## config.mk

```make
export PLATFORM = sky130hd
export DESIGN_NAME = instr_fetch_buf
export DESIGN_NICKNAME = d
export VERILOG_FILES = /design/src/rtl/instr_fetch_buf_pkg.sv /design/src/rtl/instr_fetch_buf_prog_mem.sv /design/src/rtl/instr_fetch_buf.sv
export SDC_FILE = /design/constraint.sdc
export NUM_CORES = 1
export LEC_CHECK = 0
export CORE_MARGIN = 4
export CORE_UTILIZATION = 58
export DETAILED_ROUTE_END_ITERATION = 10
export GPL_TIMING_DRIVEN = 0
export PLACE_DENSITY = 0.84
export SYNTH_ARGS = -nofsm -noshare
export SYNTH_HDL_FRONTEND = slang
export SYNTH_HIERARCHICAL = 1
export SYNTH_SLANG_ARGS = --single-unit
```

## constraint.sdc

```tcl
create_clock -name clk -period 2.6 [get_ports clk]
set_input_delay 0.39 -clock clk [delete_from_list [all_inputs] [get_ports clk]]
set_output_delay 0.39 -clock clk [all_outputs]
set_load 0.01 [all_outputs]
```

## src/rtl/instr_fetch_buf_pkg.sv

```systemverilog
// Shared definitions for the instruction fetch buffer:
// FSM state encoding, default sizing, and the instruction byte layout.
package instr_fetch_buf_pkg;

    localparam int unsigned IFB_DEPTH_DEFAULT = 16;
    localparam logic [7:0]  IFB_FILL_DEFAULT  = 8'h00;
    localparam int unsigned INSTR_W           = 8;

    // Encoding 2'd3 is unused; the FSM recovers from it to ST_IDLE.
    typedef enum logic [1:0] {
        ST_IDLE = 2'd0,
        ST_LOAD = 2'd1,
        ST_RUN  = 2'd2
    } state_e;

    // Program byte layout: {opcode[7:6], reg0[5:4], reg1[3:2], spare[1:0]}.
    typedef struct packed {
        logic [1:0] opcode;
        logic [1:0] reg0;
        logic [1:0] reg1;
        logic [1:0] spare;
    } instr_t;

endpackage

```

## src/rtl/instr_fetch_buf_prog_mem.sv

```systemverilog
// Program storage: DEPTH x 8 bits, one synchronous write port and one
// asynchronous read port. Contents are not reset.
// Ports: clk, we/waddr/wdata (write), raddr/rdata_c (combinational read).
module instr_fetch_buf_prog_mem
    import instr_fetch_buf_pkg::*;
#(
    parameter  int unsigned DEPTH = IFB_DEPTH_DEFAULT,
    localparam int unsigned AW    = $clog2(DEPTH)
) (
    input  logic          clk,
    input  logic          we,
    input  logic [AW-1:0] waddr,
    input  instr_t        wdata,
    input  logic [AW-1:0] raddr,
    output instr_t        rdata_c
);

    instr_t mem [DEPTH];

    // Write port.
    always_ff @(posedge clk) begin
        if (we) begin
            mem[waddr] <= wdata;
        end
    end

    // Asynchronous read port.
    assign rdata_c = mem[raddr];

endmodule

```

## src/rtl/instr_fetch_buf.sv

```systemverilog
// Instruction fetch buffer: a program is loaded byte-by-byte in LOAD, then
// in RUN the byte addressed by pc_in is issued one cycle later.
// Ports:
//   clk, rst (async, active-low)
//   load_en/load_valid/load_data/load_ready : program load handshake
//   run_start/hold/pc_in                    : run control and fetch address
//   instr_out/instr_valid                   : registered fetch result
//   prog_len/state                          : program length and FSM state
module instr_fetch_buf
    import instr_fetch_buf_pkg::*;
#(
    parameter  int unsigned DEPTH = IFB_DEPTH_DEFAULT,
    parameter  logic [7:0]  FILL  = IFB_FILL_DEFAULT,
    localparam int unsigned AW    = $clog2(DEPTH),
    localparam int unsigned LW    = AW + 1
) (
    input  logic          clk,
    input  logic          rst,
    input  logic          load_en,
    input  logic          load_valid,
    input  logic [7:0]    load_data,
    output logic          load_ready,
    input  logic          run_start,
    input  logic          hold,
    input  logic [7:0]    pc_in,
    output logic [7:0]    instr_out,
    output logic          instr_valid,
    output logic [LW-1:0] prog_len,
    output logic [1:0]    state
);

    state_e          state_q;
    state_e          state_d;
    logic [LW-1:0]   len_q;
    logic [LW-1:0]   len_d;
    logic [7:0]      out_d;
    logic            vld_d;
    logic            we;
    logic [AW-1:0]   idx;
    logic            hit;
    instr_t          rdata_c;

    // Load handshake: accept only in LOAD while not full.
    assign load_ready = (state_q == ST_LOAD) && (len_q < LW'(DEPTH));
    assign we         = load_valid && load_ready;

    // Fetch address wraps by truncation; slots beyond prog_len are masked.
    assign idx = AW'(pc_in);
    assign hit = {1'b0, idx} < len_q;

    instr_fetch_buf_prog_mem #(
        .DEPTH (DEPTH)
    ) prog_mem (
        .clk     (clk),
        .we      (we),
        .waddr   (len_q[AW-1:0]),
        .wdata   (instr_t'(load_data)),
        .raddr   (idx),
        .rdata_c (rdata_c)
    );

    // State, length counter and output registers.
    always_ff @(posedge clk or negedge rst) begin
        if (!rst) begin
            state_q     <= ST_IDLE;
            len_q       <= '0;
            instr_out   <= FILL;
            instr_valid <= 1'b0;
        end else begin
            state_q     <= state_d;
            len_q       <= len_d;
            instr_out   <= out_d;
            instr_valid <= vld_d;
        end
    end

    // Next-state and program length; load_en wins over run_start in IDLE.
    always_comb begin
        state_d = state_q;
        len_d   = len_q;
        case (state_q)
            ST_IDLE: begin
                if (load_en) begin
                    state_d = ST_LOAD;
                    len_d   = '0;
                end else if (run_start && (len_q != '0)) begin
                    state_d = ST_RUN;
                end
            end
            ST_LOAD: begin
                if (we) begin
                    len_d = len_q + LW'(1);
                end
                if (!load_en) begin
                    state_d = ST_IDLE;
                end
            end
            ST_RUN: begin
                if (load_en) begin
                    state_d = ST_IDLE;
                end
            end
            default: state_d = ST_IDLE;
        endcase
    end

    // Output next values: fetch only while staying in RUN, so the edge
    // leaving RUN already issues FILL.
    always_comb begin
        out_d = FILL;
        vld_d = 1'b0;
        if ((state_q == ST_RUN) && (state_d == ST_RUN)) begin
            if (hold) begin
                out_d = instr_out;
                vld_d = instr_valid;
            end else begin
                out_d = hit ? rdata_c : FILL;
                vld_d = hit;
            end
        end
    end

    assign prog_len = len_q;
    assign state    = state_q;

endmodule

```

==> run summary <==
core area: 9730 µm²
register area: 4240 µm²
die span in x: 108 µm
register area share after synthesis: 0.736
Worst-Margin Slew: 0.804 ns
CP delay by family, top: simple AND/OR/NAND/NOR gates
Starting Density: 0.593
Clock power frac: 0.425
CTS Buf Count: 17
n_diodes: 0
slowest cell on the critical path: or3b_2
CP Capture Type: flip-flop
num ports: 39
CP bufs+invs: 1
Power Density: 784 nW/µm²
Slew headroom: 0.462
max-cap viol count: 0
worst min path class: input pin to async pin
Fill cells: 588
gpl congestion: 0.796
Clock Latency Late Sink: 0.52 ns
HPWL after DPL: 7430 µm
peak supply drop: 515 µV
final wirelength: 12000 µm
P_sw: 1.24 mW
hold_ws: 0.309 ns
cells after synthesis: 291
CP max FO: 9
CTS Sinks: 144
Synthesis Warnings: 6
Clock transition at path regs: 0.07 ns
endpoints failing hold: 0
outcome: finished clean
footprint of the multi-input gates: 1460 µm²
Setup crit start kind: flip-flop
DRT Pass-1 Iters: 5
Comb pwr share: 0.085
CTS tree: built
Rows: 36
crit-path max cell delay: 0.57 ns
PortBufs: 34
gr ovfl total: 0
H-Tree Depth: 4
vias per cell: 6.18
Mapped Avg Cell Area: 19.8 µm²
switching portion of total power: 0.229
critical path type: flip-flop to flip-flop
Avg WL per Cell: 24.4 µm
Iteration-0 DRC Markers: 385
Final Cycle Share: 0.985
Tmin final: 2.56 ns
Die Ht: 108 µm
fin. max-slew vios: 0
internal power: 4.19 mW
area delta synth->final: 20.1%
cells along the critical path: nor3b_1 -> nand2_1 -> inv_1 -> or3b_2 -> nor2_2
#FFs+latches synth: 144
die area: 11600 µm²
Overall Global Routing Usage: 0.223
fmax: 391 MHz
pin count of the biggest net entering global routing: 17
Clock Root Buffer: clkbuf_8
Final Skew: 0.0116 ns
initial antenna violation count: 0
Flop pwr share: 0.490
layout cell share with drive strength beyond 1: 0.207
CP arrival: 2.71 ns
RSZ-0062 raised after global routing: yes
vias in the first global route: 3092
Post-Syn Nets: 318
LEAKAGE: 2.37 nW
antenna viol nets, final: 0
clock buffer depth: 2
# setup viols final: 0
global-route wire length before repair: 18000 µm
fin nets: 372
DR vias: 3033
Post-route DRC: 0
Critical Path RT: 2.75 ns
Finished Core Util: 0.712
Distinct cells, synth: 37
Mapped Area: 5770 µm²
## logic make-up after synthesis
family                   Yosys count  share of synthesized area
AO/OA/AOI/OAI                     32                     0.0460
XOR/XNOR                           2                    0.00304
flip-flops                       144                      0.736
multiplexers                      32                      0.134
AND/OR/NAND/NOR                   58                     0.0503
adder cells (fa/ha/maj)            5                     0.0108
buffers and inverters             18                     0.0202
## cell type report
class / count / area share
sequential: 144 / 0.613
clock buffer: 23 / 0.0753
timing repair buffer: 35 / 0.0520
clock inverter: 9 / 0.00921
multi-input combinational: 129 / 0.210
buffer: 11 / 0.0130
tap: 133 / 0.0240
inverter: 7 / 0.00379
## state kept, by name, indices dropped and copies added, names as in the netlist
register and count:
prog_mem/mem 128, prog_len 5, state 2, instr_out 8
instr_valid 1
## path summary, 6_finish.rpt
kind	startpoint	to	slack (ns)	depth (start not counted)
setup / recovery	state[0]$_DFF_PN0_	prog_mem/mem[2][5]$_DFFE_PP_	0.04	5
hold / removal	rst	prog_len[1]$_DFFE_PN0P_	0.31	1
setup reg to reg	state[0]$_DFF_PN0_	prog_mem/mem[2][5]$_DFFE_PP_	0.04	5
hold reg to reg	instr_out[2]$_DFFE_PN0P_	instr_out[2]$_DFFE_PN0P_	0.50	1
max in group asynchronous	rst	prog_len[4]$_DFFE_PN0P_	1.82	1
min in group clk	run_start	state[1]$_DFF_PN0_	0.48	3
## worst register-to-register path: stages (launching register included)
cell	delay, ns
dfrtp_1	0.47
nor3b_1	0.31
nand2_1	0.16
inv_1	0.24
or3b_2	0.57
nor2_2	0.43
## layout by cell type (no fill, tap or decap), types with 12 or more instances in the layout
cell type | synthesis | layout
dfrtp_1 | 16 | 16
clkdlybuf4s50_1 | 0 | 34
a22oi_1 | 16 | 16
edfxtp_1 | 128 | 128
mux4_1 | 14 | 14
mux4_2 | 18 | 18
nand2_1 | 13 | 13
nor2_1 | 20 | 12
clkbuf_16 | 0 | 20
## power by group through the flow
| stage | combinational, mW | sequential (mW) | clock (mW) |
|---|---|---|---|
| after detailed placement | 0.423 | 2.70 | 0 |
| final | 0.462 | 2.66 | 2.31 |
| after global placement | 0.409 | 2.69 | 0 |
| after CTS | 0.435 | 2.65 | 2.34 |
| after global routing | 0.494 | 2.67 | 2.46 |
| after floorplan | 0.235 | 2.68 | 0 |
## metrics by stage
stage,setup WS [ns],instance area (µm²),TNS (ns),total power [mW],cells
global placement,-0.144,6280,-3.56,3.10,458
detailed placement,-0.262,6280,-8.34,3.12,458
CTS,-0.0937,6880,-2.09,5.43,490
global route,-0.143,6930,-4.43,5.62,491
floorplan,0.167,5770,0,2.92,291
finish,0.0392,6930,0,5.43,491
## routing by layer
| metal | part of all wire | track usage | up-vias |
|---|---|---|---|
| met5 | 0 | 0 | - |
| met4 | 0.024 | 0.0947 | 0 |
| met3 | 0.070 | 0.0570 | 29 |
| met2 | 0.52 | 0.363 | 150 |
| met1 | 0.38 | 0.288 | 1542 |
| li1 | - | - | 1312 |
## cell usage after synthesis
cell type / n / area [µm²]
a22oi_1: 16 / 120
nand2b_1: 4 / 25.0
a41oi_1: 1 / 8.76
or3b_2: 1 / 8.76
and3b_1: 1 / 8.76
edfxtp_1: 128 / 3840
buf_6: 3 / 33.8
clkdlybuf4s25_2: 3 / 30.0
a2111oi_0: 1 / 8.76
o211ai_1: 1 / 7.51
and2b_1: 1 / 7.51
buf_4: 1 / 7.51
a2111oi_4: 1 / 27.5
nor3_1: 6 / 30.0
nand3b_1: 3 / 22.5
nand2_1: 13 / 48.8
buf_1: 1 / 3.75
mux4_2: 18 / 405
xnor2_1: 2 / 17.5
nor2_1: 20 / 75.1
a21oi_1: 2 / 10.0
or3b_4: 1 / 11.3
nor3b_1: 1 / 7.51
nand4_1: 1 / 6.26
nor4bb_1: 1 / 10.0
ha_1: 5 / 62.6
dfrtp_1: 16 / 400
o21ai_0: 1 / 5.00
and2_1: 1 / 6.26
mux4_1: 14 / 368
inv_1: 7 / 26.3
or3_1: 1 / 6.26
nand3_1: 2 / 10.0
a21o_1: 1 / 7.51
buf_2: 3 / 15.0
nor2b_1: 1 / 6.26
a22o_1: 8 / 70.1
## repair_timing
item / in CTS / in global routing
cloned: 0 / 0
gates resized for setup: 3 / 9
setup endpoints to repair: 56 / 64
hold buffers: 0 / 0
setup buffers: 0 / 1
No activity file was read; power rests on OpenSTA's default activity.
